### config.mk
export PLATFORM = sky130hd
export DESIGN_NAME = mem_port_arbiter
export DESIGN_NICKNAME = d
export VERILOG_FILES = /design/src/rtl/mem_arb_pkg.sv /design/src/rtl/mem_arb_grant.sv /design/src/rtl/mem_port_arbiter.sv
export SDC_FILE = /design/constraint.sdc
export NUM_CORES = 1
export LEC_CHECK = 0
export CAP_MARGIN = 15
export CORE_ASPECT_RATIO = 1.4
export CORE_MARGIN = 5
export CORE_UTILIZATION = 44
export CTS_BUF_LIST = sky130_fd_sc_hd__clkbuf_8
export DETAILED_ROUTE_END_ITERATION = 16
export MAX_ROUTING_LAYER = met4
export PLACE_DENSITY = 0.82
export SETUP_SLACK_MARGIN = 0.4
export SYNTH_ARGS = -nofsm -noshare
export SYNTH_HDL_FRONTEND = slang
export SYNTH_SLANG_ARGS = --single-unit
### constraint.sdc
create_clock -name clk -period 2.3 [get_ports clk]
set_input_delay 0.23 -clock clk [delete_from_list [all_inputs] [get_ports clk]]
set_output_delay 0.23 -clock clk [all_outputs]
set_load 0.03 [all_outputs]
### src/rtl/mem_arb_pkg.sv
// rtl/mem_arb_pkg.sv - shared types and constants for the memory port arbiter
package mem_arb_pkg;

  typedef enum logic [1:0] {IDLE, REQ, WAIT} state_t;

  typedef enum logic {OWN_FETCH, OWN_DATA} owner_t;

  localparam logic [3:0] SEL_ALL = 4'hF;

endpackage

### src/rtl/mem_arb_grant.sv
// rtl/mem_arb_grant.sv - data-priority grant decision with fetch starvation limit
module mem_arb_grant
  import mem_arb_pkg::*;
#(
  parameter int STARVE_LIMIT = 4
) (
  input  logic   clk,
  input  logic   rst_n,
  input  logic   req_if,
  input  logic   req_d,
  input  logic   idle,
  output owner_t grant
);

  localparam int            CW    = $clog2(STARVE_LIMIT + 1);
  localparam logic [CW-1:0] LIMIT = CW'(STARVE_LIMIT);

  logic [CW-1:0] starve_cnt_q, starve_cnt_d;
  logic          starved;

  // Data wins a tie until fetch has been passed over LIMIT times in a row;
  // the counter only moves on IDLE cycles, which are the only grant cycles.
  always_comb begin
    starved      = (starve_cnt_q == LIMIT);
    grant        = (req_d && !(req_if && starved)) ? OWN_DATA : OWN_FETCH;
    starve_cnt_d = starve_cnt_q;
    if (idle) begin
      if (!req_if || grant == OWN_FETCH) begin
        starve_cnt_d = '0;
      end else if (!starved) begin
        starve_cnt_d = starve_cnt_q + CW'(1);
      end
    end
  end

  // Starvation counter register.
  always_ff @(posedge clk) begin
    if (!rst_n) begin
      starve_cnt_q <= '0;
    end else begin
      starve_cnt_q <= starve_cnt_d;
    end
  end

endmodule

### src/rtl/mem_port_arbiter.sv
// rtl/mem_port_arbiter.sv - shares the memory Wishbone port between fetch and data requesters
module mem_port_arbiter
  import mem_arb_pkg::*;
#(
  parameter int ADDR_WIDTH   = 10,
  parameter int STARVE_LIMIT = 4,
  parameter int TIMEOUT      = 16
) (
  input  logic                  clk,
  input  logic                  rst_n,
  input  logic [ADDR_WIDTH-1:0] if_addr,
  input  logic                  if_stb,
  output logic                  if_stall,
  output logic                  if_ack,
  output logic [31:0]           if_instr,
  input  logic                  d_cyc,
  input  logic                  d_stb,
  input  logic                  d_wr_en,
  input  logic [ADDR_WIDTH-1:0] d_addr,
  input  logic [31:0]           d_wr_data,
  input  logic [3:0]            d_sel,
  output logic                  d_stall,
  output logic                  d_ack,
  output logic [31:0]           d_rd_data,
  output logic                  m_cyc,
  output logic                  m_stb,
  output logic                  m_wr_en,
  output logic [ADDR_WIDTH-1:0] m_addr,
  output logic [31:0]           m_wr_data,
  output logic [3:0]            m_sel,
  input  logic                  m_ack,
  input  logic                  m_stall,
  input  logic [31:0]           m_rd_data,
  output logic                  bus_err
);

  localparam int            TW    = $clog2(TIMEOUT);
  localparam logic [TW-1:0] TLAST = TW'(TIMEOUT - 1);

  state_t                  state_q, state_d;
  owner_t                  owner_q, owner_d;
  logic [ADDR_WIDTH-1:0]   m_addr_q, m_addr_d;
  logic                    m_wr_en_q, m_wr_en_d;
  logic [31:0]             m_wr_data_q, m_wr_data_d;
  logic [3:0]              m_sel_q, m_sel_d;
  logic [TW-1:0]           timer_q, timer_d;
  logic                    abort_q, abort_d;
  logic                    if_ack_q, if_ack_d;
  logic                    d_ack_q, d_ack_d;
  logic [31:0]             if_instr_q, if_instr_d;
  logic [31:0]             d_rd_data_q, d_rd_data_d;
  logic                    bus_err_q, bus_err_d;

  owner_t                  grant;
  logic                    idle, req_d, accept_if, accept_d, aborting;
  logic                    deliver;
  logic [31:0]             resp;

  assign idle      = (state_q == IDLE);
  assign req_d     = d_cyc & d_stb;
  assign accept_if = rst_n & idle & if_stb & (grant == OWN_FETCH);
  assign accept_d  = rst_n & idle & req_d & (grant == OWN_DATA);
  assign if_stall  = !accept_if;
  assign d_stall   = !accept_d;

  // Once the data master lets go of its cycle the transaction is orphaned for good.
  assign aborting  = (owner_q == OWN_DATA) && (abort_q || !d_cyc);

  assign m_wr_en   = m_wr_en_q;
  assign m_addr    = m_addr_q;
  assign m_wr_data = m_wr_data_q;
  assign m_sel     = m_sel_q;
  assign if_ack    = if_ack_q;
  assign d_ack     = d_ack_q;
  assign if_instr  = if_instr_q;
  assign d_rd_data = d_rd_data_q;
  assign bus_err   = bus_err_q;

  mem_arb_grant #(
    .STARVE_LIMIT(STARVE_LIMIT)
  ) u_grant (
    .clk   (clk),
    .rst_n (rst_n),
    .req_if(if_stb),
    .req_d (req_d),
    .idle  (idle),
    .grant (grant)
  );

  // Transaction FSM: latch on accept, drive the bus, then return a response or time out.
  always_comb begin
    state_d     = state_q;
    owner_d     = owner_q;
    m_addr_d    = m_addr_q;
    m_wr_en_d   = m_wr_en_q;
    m_wr_data_d = m_wr_data_q;
    m_sel_d     = m_sel_q;
    timer_d     = timer_q;
    abort_d     = abort_q;
    if_ack_d    = 1'b0;
    d_ack_d     = 1'b0;
    if_instr_d  = if_instr_q;
    d_rd_data_d = d_rd_data_q;
    bus_err_d   = bus_err_q;
    m_cyc       = 1'b0;
    m_stb       = 1'b0;
    deliver     = 1'b0;
    resp        = '0;
    case (state_q)
      IDLE: begin
        abort_d = 1'b0;
        timer_d = '0;
        if (accept_d) begin
          owner_d     = OWN_DATA;
          m_addr_d    = d_addr;
          m_wr_en_d   = d_wr_en;
          m_wr_data_d = d_wr_data;
          m_sel_d     = d_sel;
          state_d     = REQ;
        end else if (accept_if) begin
          owner_d     = OWN_FETCH;
          m_addr_d    = if_addr;
          m_wr_en_d   = 1'b0;
          m_wr_data_d = '0;
          m_sel_d     = SEL_ALL;
          state_d     = REQ;
        end
      end
      REQ: begin
        m_cyc   = 1'b1;
        m_stb   = !aborting;
        timer_d = '0;
        if (aborting) begin
          abort_d = 1'b1;
          state_d = WAIT;
        end else if (!m_stall) begin
          state_d = WAIT;
        end
      end
      WAIT: begin
        m_cyc   = 1'b1;
        timer_d = timer_q + TW'(1);
        if (aborting) begin
          abort_d = 1'b1;
        end
        if (m_ack) begin
          state_d = IDLE;
          deliver = !aborting;
          resp    = m_rd_data;
        end else if (timer_q == TLAST) begin
          state_d = IDLE;
          deliver = !aborting;
          if (!aborting) begin
            bus_err_d = 1'b1;
          end
        end
      end
      default: state_d = IDLE;
    endcase
    if (deliver) begin
      if (owner_q == OWN_FETCH) begin
        if_ack_d   = 1'b1;
        if_instr_d = resp;
      end else begin
        d_ack_d     = 1'b1;
        d_rd_data_d = resp;
      end
    end
  end

  // State and transaction registers.
  always_ff @(posedge clk) begin
    if (!rst_n) begin
      state_q     <= IDLE;
      owner_q     <= OWN_FETCH;
      m_addr_q    <= '0;
      m_wr_en_q   <= 1'b0;
      m_wr_data_q <= '0;
      m_sel_q     <= '0;
      timer_q     <= '0;
      abort_q     <= 1'b0;
      if_ack_q    <= 1'b0;
      d_ack_q     <= 1'b0;
      if_instr_q  <= '0;
      d_rd_data_q <= '0;
      bus_err_q   <= 1'b0;
    end else begin
      state_q     <= state_d;
      owner_q     <= owner_d;
      m_addr_q    <= m_addr_d;
      m_wr_en_q   <= m_wr_en_d;
      m_wr_data_q <= m_wr_data_d;
      m_sel_q     <= m_sel_d;
      timer_q     <= timer_d;
      abort_q     <= abort_d;
      if_ack_q    <= if_ack_d;
      d_ack_q     <= d_ack_d;
      if_instr_q  <= if_instr_d;
      d_rd_data_q <= d_rd_data_d;
      bus_err_q   <= bus_err_d;
    end
  end

endmodule

## After elaboration in Yosys (flattened, before gate mapping)

Index checks and enable logic that the tools add are counted.

- Register bits after elaboration: 125
- Input port bits: 96
- Output and inout port bits: 118

- $add $sub $neg: 2
- Equal/unequal tests: 9
- Multiplexer cells: 31
- Bitwise gates (word level): 10
- Reduce and logical (&&, ||, !) cells: 25

Operators with widths:

| kind | count |
|---|---|
| $mux 32 | 4 |
| $mux 10 | 2 |
| $mux 1 | 12 |
| $mux 2 | 6 |
| $reduce_and 2->1 | 6 |
| $mux 4 | 2 |
| $pmux 4 s2 | 1 |
| $and 1x1->1 | 6 |
| $logic_not 1->1 | 6 |
| $mux 3 | 2 |
| $ne 3x3->1 const B | 2 |
| $pmux 2 s3 | 1 |
| $reduce_bool 2->1 | 3 |
| $add 4x1->4 const B | 1 |
| $eq 4x4->1 const B | 1 |
| $not 1->1 | 4 |
| $reduce_and 4->1 | 1 |
| $reduce_or 2->1 | 2 |
| $add 3x1->3 const B | 1 |
| $eq 3x3->1 const B | 1 |
| $logic_and 1x1->1 | 3 |
| $ne 3x1->1 const B | 1 |
| $reduce_and 3->1 | 1 |
| $eq 2x1->1 const B | 1 |
| other kinds (6) | 7 |

## Logic depth before layout (Yosys ltp)

- Word-level depth: 10
- Gate-level depth with buffers: 9
- Gate-level depth less buffers: 7

## Hierarchy

Synthesis repeated with hierarchy kept, for this count alone.

- Cell total of the unflattened synthesis: 509
- Area, all modules: 4,634.4 sq um

By module, submodules not included:

| module | times used | cells an instance | area an instance (sq um) | seq. area each (sq um) |
|---|---|---|---|---|
| mem_port_arbiter | 1 | 489 | 4,453.0 | 2,442.3 |
| mem_arb_grant | 1 | 20 | 181.4 | 60.1 |

## Least setup slack after synthesis

Ideal clock, no wire load.

- Kind: register to register
- Start: register state_q[0]
- End: register state_q[0]
- Setup time: 0.072 ns
- Arrival time: 1.544 ns
- Required time: 2.228 ns
- Slack: 0.684 ns
- Cell stages (with the launch flop): 7
- Buffers on the path: 1
- Period minus slack after synthesis: 1.616 ns
- Cells stage by stage: dfxtp_1 inv_1 ha_1 buf_2 nor2b_1 a222oi_1 mux2i_1

- Word-level cells in the longest chain between the ends: 6

RTL lines:

| item | RTL line | source |
|---|---|---|
| start: declaration | mem_port_arbiter.sv:40 | `state_t state_q, state_d;` |
| start signal: assignment | mem_port_arbiter.sv:188 | `state_q <= state_d;` |
| $logic_not 2->1 | mem_port_arbiter.sv:59, mem_port_arbiter.sv:109 |  |
| $and 1x1->1 | mem_port_arbiter.sv:61, mem_port_arbiter.sv:62 |  |
| $and 1x1->1 (on tied branches) (2 in series) | mem_port_arbiter.sv:61, mem_port_arbiter.sv:62 |  |
| $ne 3x1->1 (no source line) / $mux 2 (equally long branches) | n/a |  |
| $reduce_and 3->1 (no source line) / $pmux 2 s3 (equally long branches) | n/a |  |

Several ways; a longest one is shown, not always the timed one.
A chain may end at the register's enable or synchronous reset.

## Worst setup path after layout

- Start: register u_grant.starve_cnt_q[0]
- End: output d_stall

- Word-level cells in the longest chain between the ends: 7

RTL lines:

| item | RTL line | source |
|---|---|---|
| start: declaration | mem_arb_grant.sv:18 | `logic [CW-1:0] starve_cnt_q, starve_cnt_d;` |
| start signal: assignment | mem_arb_grant.sv:41 | `starve_cnt_q <= starve_cnt_d;` |
| $eq 3x3->1 | mem_arb_grant.sv:24 | `starved = (starve_cnt_q == LIMIT);` |
| $logic_and 1x1->1 | mem_arb_grant.sv:25 | `grant = (req_d && !(req_if && starved)) ? OWN_DATA : OWN_FETCH;` |
| $logic_not 1->1 | mem_arb_grant.sv:25 |  |
| $logic_and 1x1->1 | mem_arb_grant.sv:25 |  |
| $mux 1 | mem_arb_grant.sv:25 |  |
| $and 1x1->1 | mem_port_arbiter.sv:62 | `assign accept_d = rst_n & idle & req_d & (grant == OWN_DATA);` |
| $logic_not 1->1 | mem_port_arbiter.sv:64 | `assign d_stall = !accept_d;` |
| end: declaration | mem_port_arbiter.sv:22 | `output logic d_stall,` |

Every way passes these cells.

==> summary.md <==
| Metric | Value |
|---|---|
| Worst Path Buf+Inv | `3` |
| Port bufs | `213` |
| Critical Path Start Type | `flip-flop` |
| Status | `finished, final reports clean` |
| DP HPWL | `11.1 mm` |
| Clock Latency Late Sink | `0.42 ns` |
| Max-Cap Viols | `0` |
| Gr ovfl total | `0` |
| DIE HEIGHT | `139 um` |
| Diode count | `0` |
| Fmax | `526 MHz` |
| Sequential share of power | `42.1%` |
| Crit Path Class | `reg -> out` |
| Post-Syn Area | `5200 um^2` |
| WP data arrival | `1.67 ns` |
| Crit-path max FO | `4` |
| Sw frac | `32.8%` |
| Largest cells by area after synthesis | `dfxtp_1 48%, a21boi_1 8.7%, nand4_1 8.1%, nand2_1 5.4%, a22oi_1 4.8%` |
| Fillers | `942` |
| Reg2reg start | `state_q[0]` |
| WHS Path Cells | `4` |
| Final setup viols | `0` |
| Reg-to-reg endpoint | `m_wr_data[14]` |
| Setup TNS | `0 ns` |
| Min-delay src | `m_ack` |
| Synthesized flop and latch total | `125` |
| Reg2reg path depth | `7` |
| Min-Delay Endpoint | `bus_err` |
| Final Hold Vio Count | `0` |
| Commonest non-fill, non-tap cell in the layout | `clkdlybuf4s50_1` |
| Count of cell types in the netlist | `38` |
| Top cell type's share of synthesized area | `48.1%` |
| Most frequent cells in the layout | `207 x clkdlybuf4s50_1, 121 x dfxtp_1, 75 x nand2_1` |
| Drt drc | `0` |
| Largest net degree at the start of global routing | `79` |
| Yosys Warn Count | `0` |
| H-tree depth | `4` |
| Crit path max-delay family | `simple AND/OR/NAND/NOR gates` |
| I/O Pins | `214` |
| Die X | `102 um` |
| CP Cell Sequence | `inv_1 -> ha_1 -> and3_4 -> nor3_4 -> inv_1 -> clkbuf_4` |
| Max Slew Vio Count | `0` |
| Via density | `5.50` |
| GR Util All Layers | `21.9%` |
| Final period utilization | `82.7%` |
| RSZ-0062 raised after global routing | `yes` |
| Avg Cell Area, Syn | `9.22 um^2` |
| Multi-input combinational cell area | `2400 um^2` |
| Cell count after synthesis | `564` |
| Final core utilization | `66.1%` |
| Synth async-reset ratio | `0%` |
| Detail Route Antenna Nets | `0` |
| Register Area | `2510 um^2` |
| Syn Nets | `668` |
| Critical path's most frequent cell | `inv_1` |
| # rows | `47` |
| CTS tree | `built` |
| Sequential area share after synthesis | `48.1%` |
| Vias in the first global route | `5,110` |
| Share of cells above drive strength 1 | `9.57%` |
| Core Box Area | `11,700 um^2` |
| Clock root buffer | `clkbuf_8` |
| Starting Density | `44.4%` |
| DIE AREA | `14,100 um^2` |
| NetSw | `1870 uW` |
| Detailed-route via count | `5,063` |
| Slew @ Worst Pin | `0.641 ns` |
| Synth area leader | `dfxtp_1` |
| EDFF count, synth | `0` |
| PwrDens | `738 nW/um^2` |
| Worst Hold Class | `in -> reg` |
| Worst VDD drop | `0.597 mV` |
| Leak | `0.00267 uW` |
| DR iter-0 viols | `220` |
| Slowest stage delay, CP | `0.35 ns` |
| Critical path endpoint category | `output pin` |
| Internal cell power | `3840 uW` |
| Area Growth Syn to Fin | `48.7%` |
| Initial antenna violation count | `0` |
| Nets | `864` |
| Ys flop type | `dfxtp_1` |
| Setup Skew | `0.0143 ns` |
| Comb power frac | `27.9%` |
| Clock power share | `30.0%` |
| Maximum clock path buffer count | `2` |
| First-pass iteration count of the detailed router | `5` |
| CP max-delay cell | `dfxtp_2` |
| Tmin final | `1.90 ns` |
| Reg2Reg Setup Slack | `0.50 ns` |
| Worst path required time | `2.07 ns` |
| Num CTS Buffers | `17` |
| First-pass GRT wire length | `24.2 mm` |
| Clock Pin Slew Worst Setup and Hold Paths | `0.08 ns` |
| Clock sink total | `125` |
| Total Routed Length | `15.6 mm` |
| Avg WL per Cell | `17.0 um` |
| GP Congestion | `0.857` |
| Max_slew headroom | `57.3%` |
## worst max path at each step
stage | start | end | depth (start not counted) | slack [ns]
floorplan | state_q[0] | state_q[0] | 6 | 0.68
global placement | d_cyc | d_stall | 5 | 0.15
detailed placement | d_cyc | d_stall | 5 | 0.15
CTS | u_grant.starve_cnt_q[0] | d_stall | 6 | 0.26
global route | u_grant.starve_cnt_q[0] | d_stall | 6 | 0.30
finish | u_grant.starve_cnt_q[0] | d_stall | 6 | 0.40
## power groups by stage
stage          Combinational (uW)  Sequential (uW)  Clock (uW)
2_1_floorplan                 707             2680           0
5_1_grt                      1690             2420        1870
3_5_place_dp                 1590             2450           0
3_3_place_gp                 1550             2440           0
4_1_cts                      1590             2400        1760
6_report                     1590             2400        1710
## metal layers
metal	vias to the layer above	GRT usage, %	part of all wire, %
li1	2398	-	-
met1	2380	24.1	39
met2	257	36.8	50
met3	28	6.49	8.8
met4	0	8.29	2.2
met5	-	-	0
## sequential cells by signal, summed over array words and instances, names as in the netlist, 2 cells and up
| name | cells |
|---|---|
| d_rd_data | 32 |
| if_instr | 32 |
| m_wr_data | 32 |
| m_addr | 10 |
| m_sel | 4 |
| timer_q | 4 |
| u_grant.starve_cnt_q | 3 |
| state_q | 2 |
## final cells by class
type                       instances  area share, %
tap                              147           2.38
clock inverter                    14           1.36
timing repair buffer             230           29.3
clock buffer                      18           3.20
sequential                       125           32.4
multi-input combinational        380           31.0
inverter                           6          0.291
## worst min-delay path, stage by stage
cell and delay (ns):
buf_2 0.12, nor2b_1 0.07, a21oi_1 0.12, nor2b_1 0.06
## Yosys cell counts, types with 8 or more instances
cell type    n
dfxtp_1    125
nand2_1     75
nand4_1     67
a21boi_1    60
nor2b_1     38
a22oi_1     33
clkbuf_1    23
nor3_1      22
o21ai_0     16
buf_2       15
nor2_1      13
buf_6        9
a21boi_0     8
ha_1         8
## logic make-up after synthesis
logic type               after synthesis  synth area share (%)
multiplexers                           3                 0.602
AND/OR/NAND/NOR                      237                  24.5
flip-flops                           125                  48.1
buffers and inverters                 59                  6.14
AO/OA/AOI/OAI                        132                  18.7
adder cells (fa/ha/maj)                8                  1.93
## through the flow
step | cell area (um^2) | total power (uW) | setup WS (ns) | cells | hold slack, ns
detailed placement | 7350 | 4040 | 0.153 | 886 | 0.450
global route | 7730 | 5990 | 0.302 | 920 | 0.240
CTS | 7710 | 5750 | 0.261 | 918 | 0.199
floorplan | 5200 | 3380 | 0.684 | 564 | 0.396
global placement | 7350 | 3990 | 0.145 | 886 | 0.441
finish | 7730 | 5710 | 0.399 | 920 | 0.226
## timing repair
item	4_1_cts	5_1_grt
hold buffers	0	0
gates resized for setup	18	10
pin swaps	1	1
buffers inserted	0	2
endpoints found under the setup margin	4	11
No activity file was read; power rests on OpenSTA's default activity.
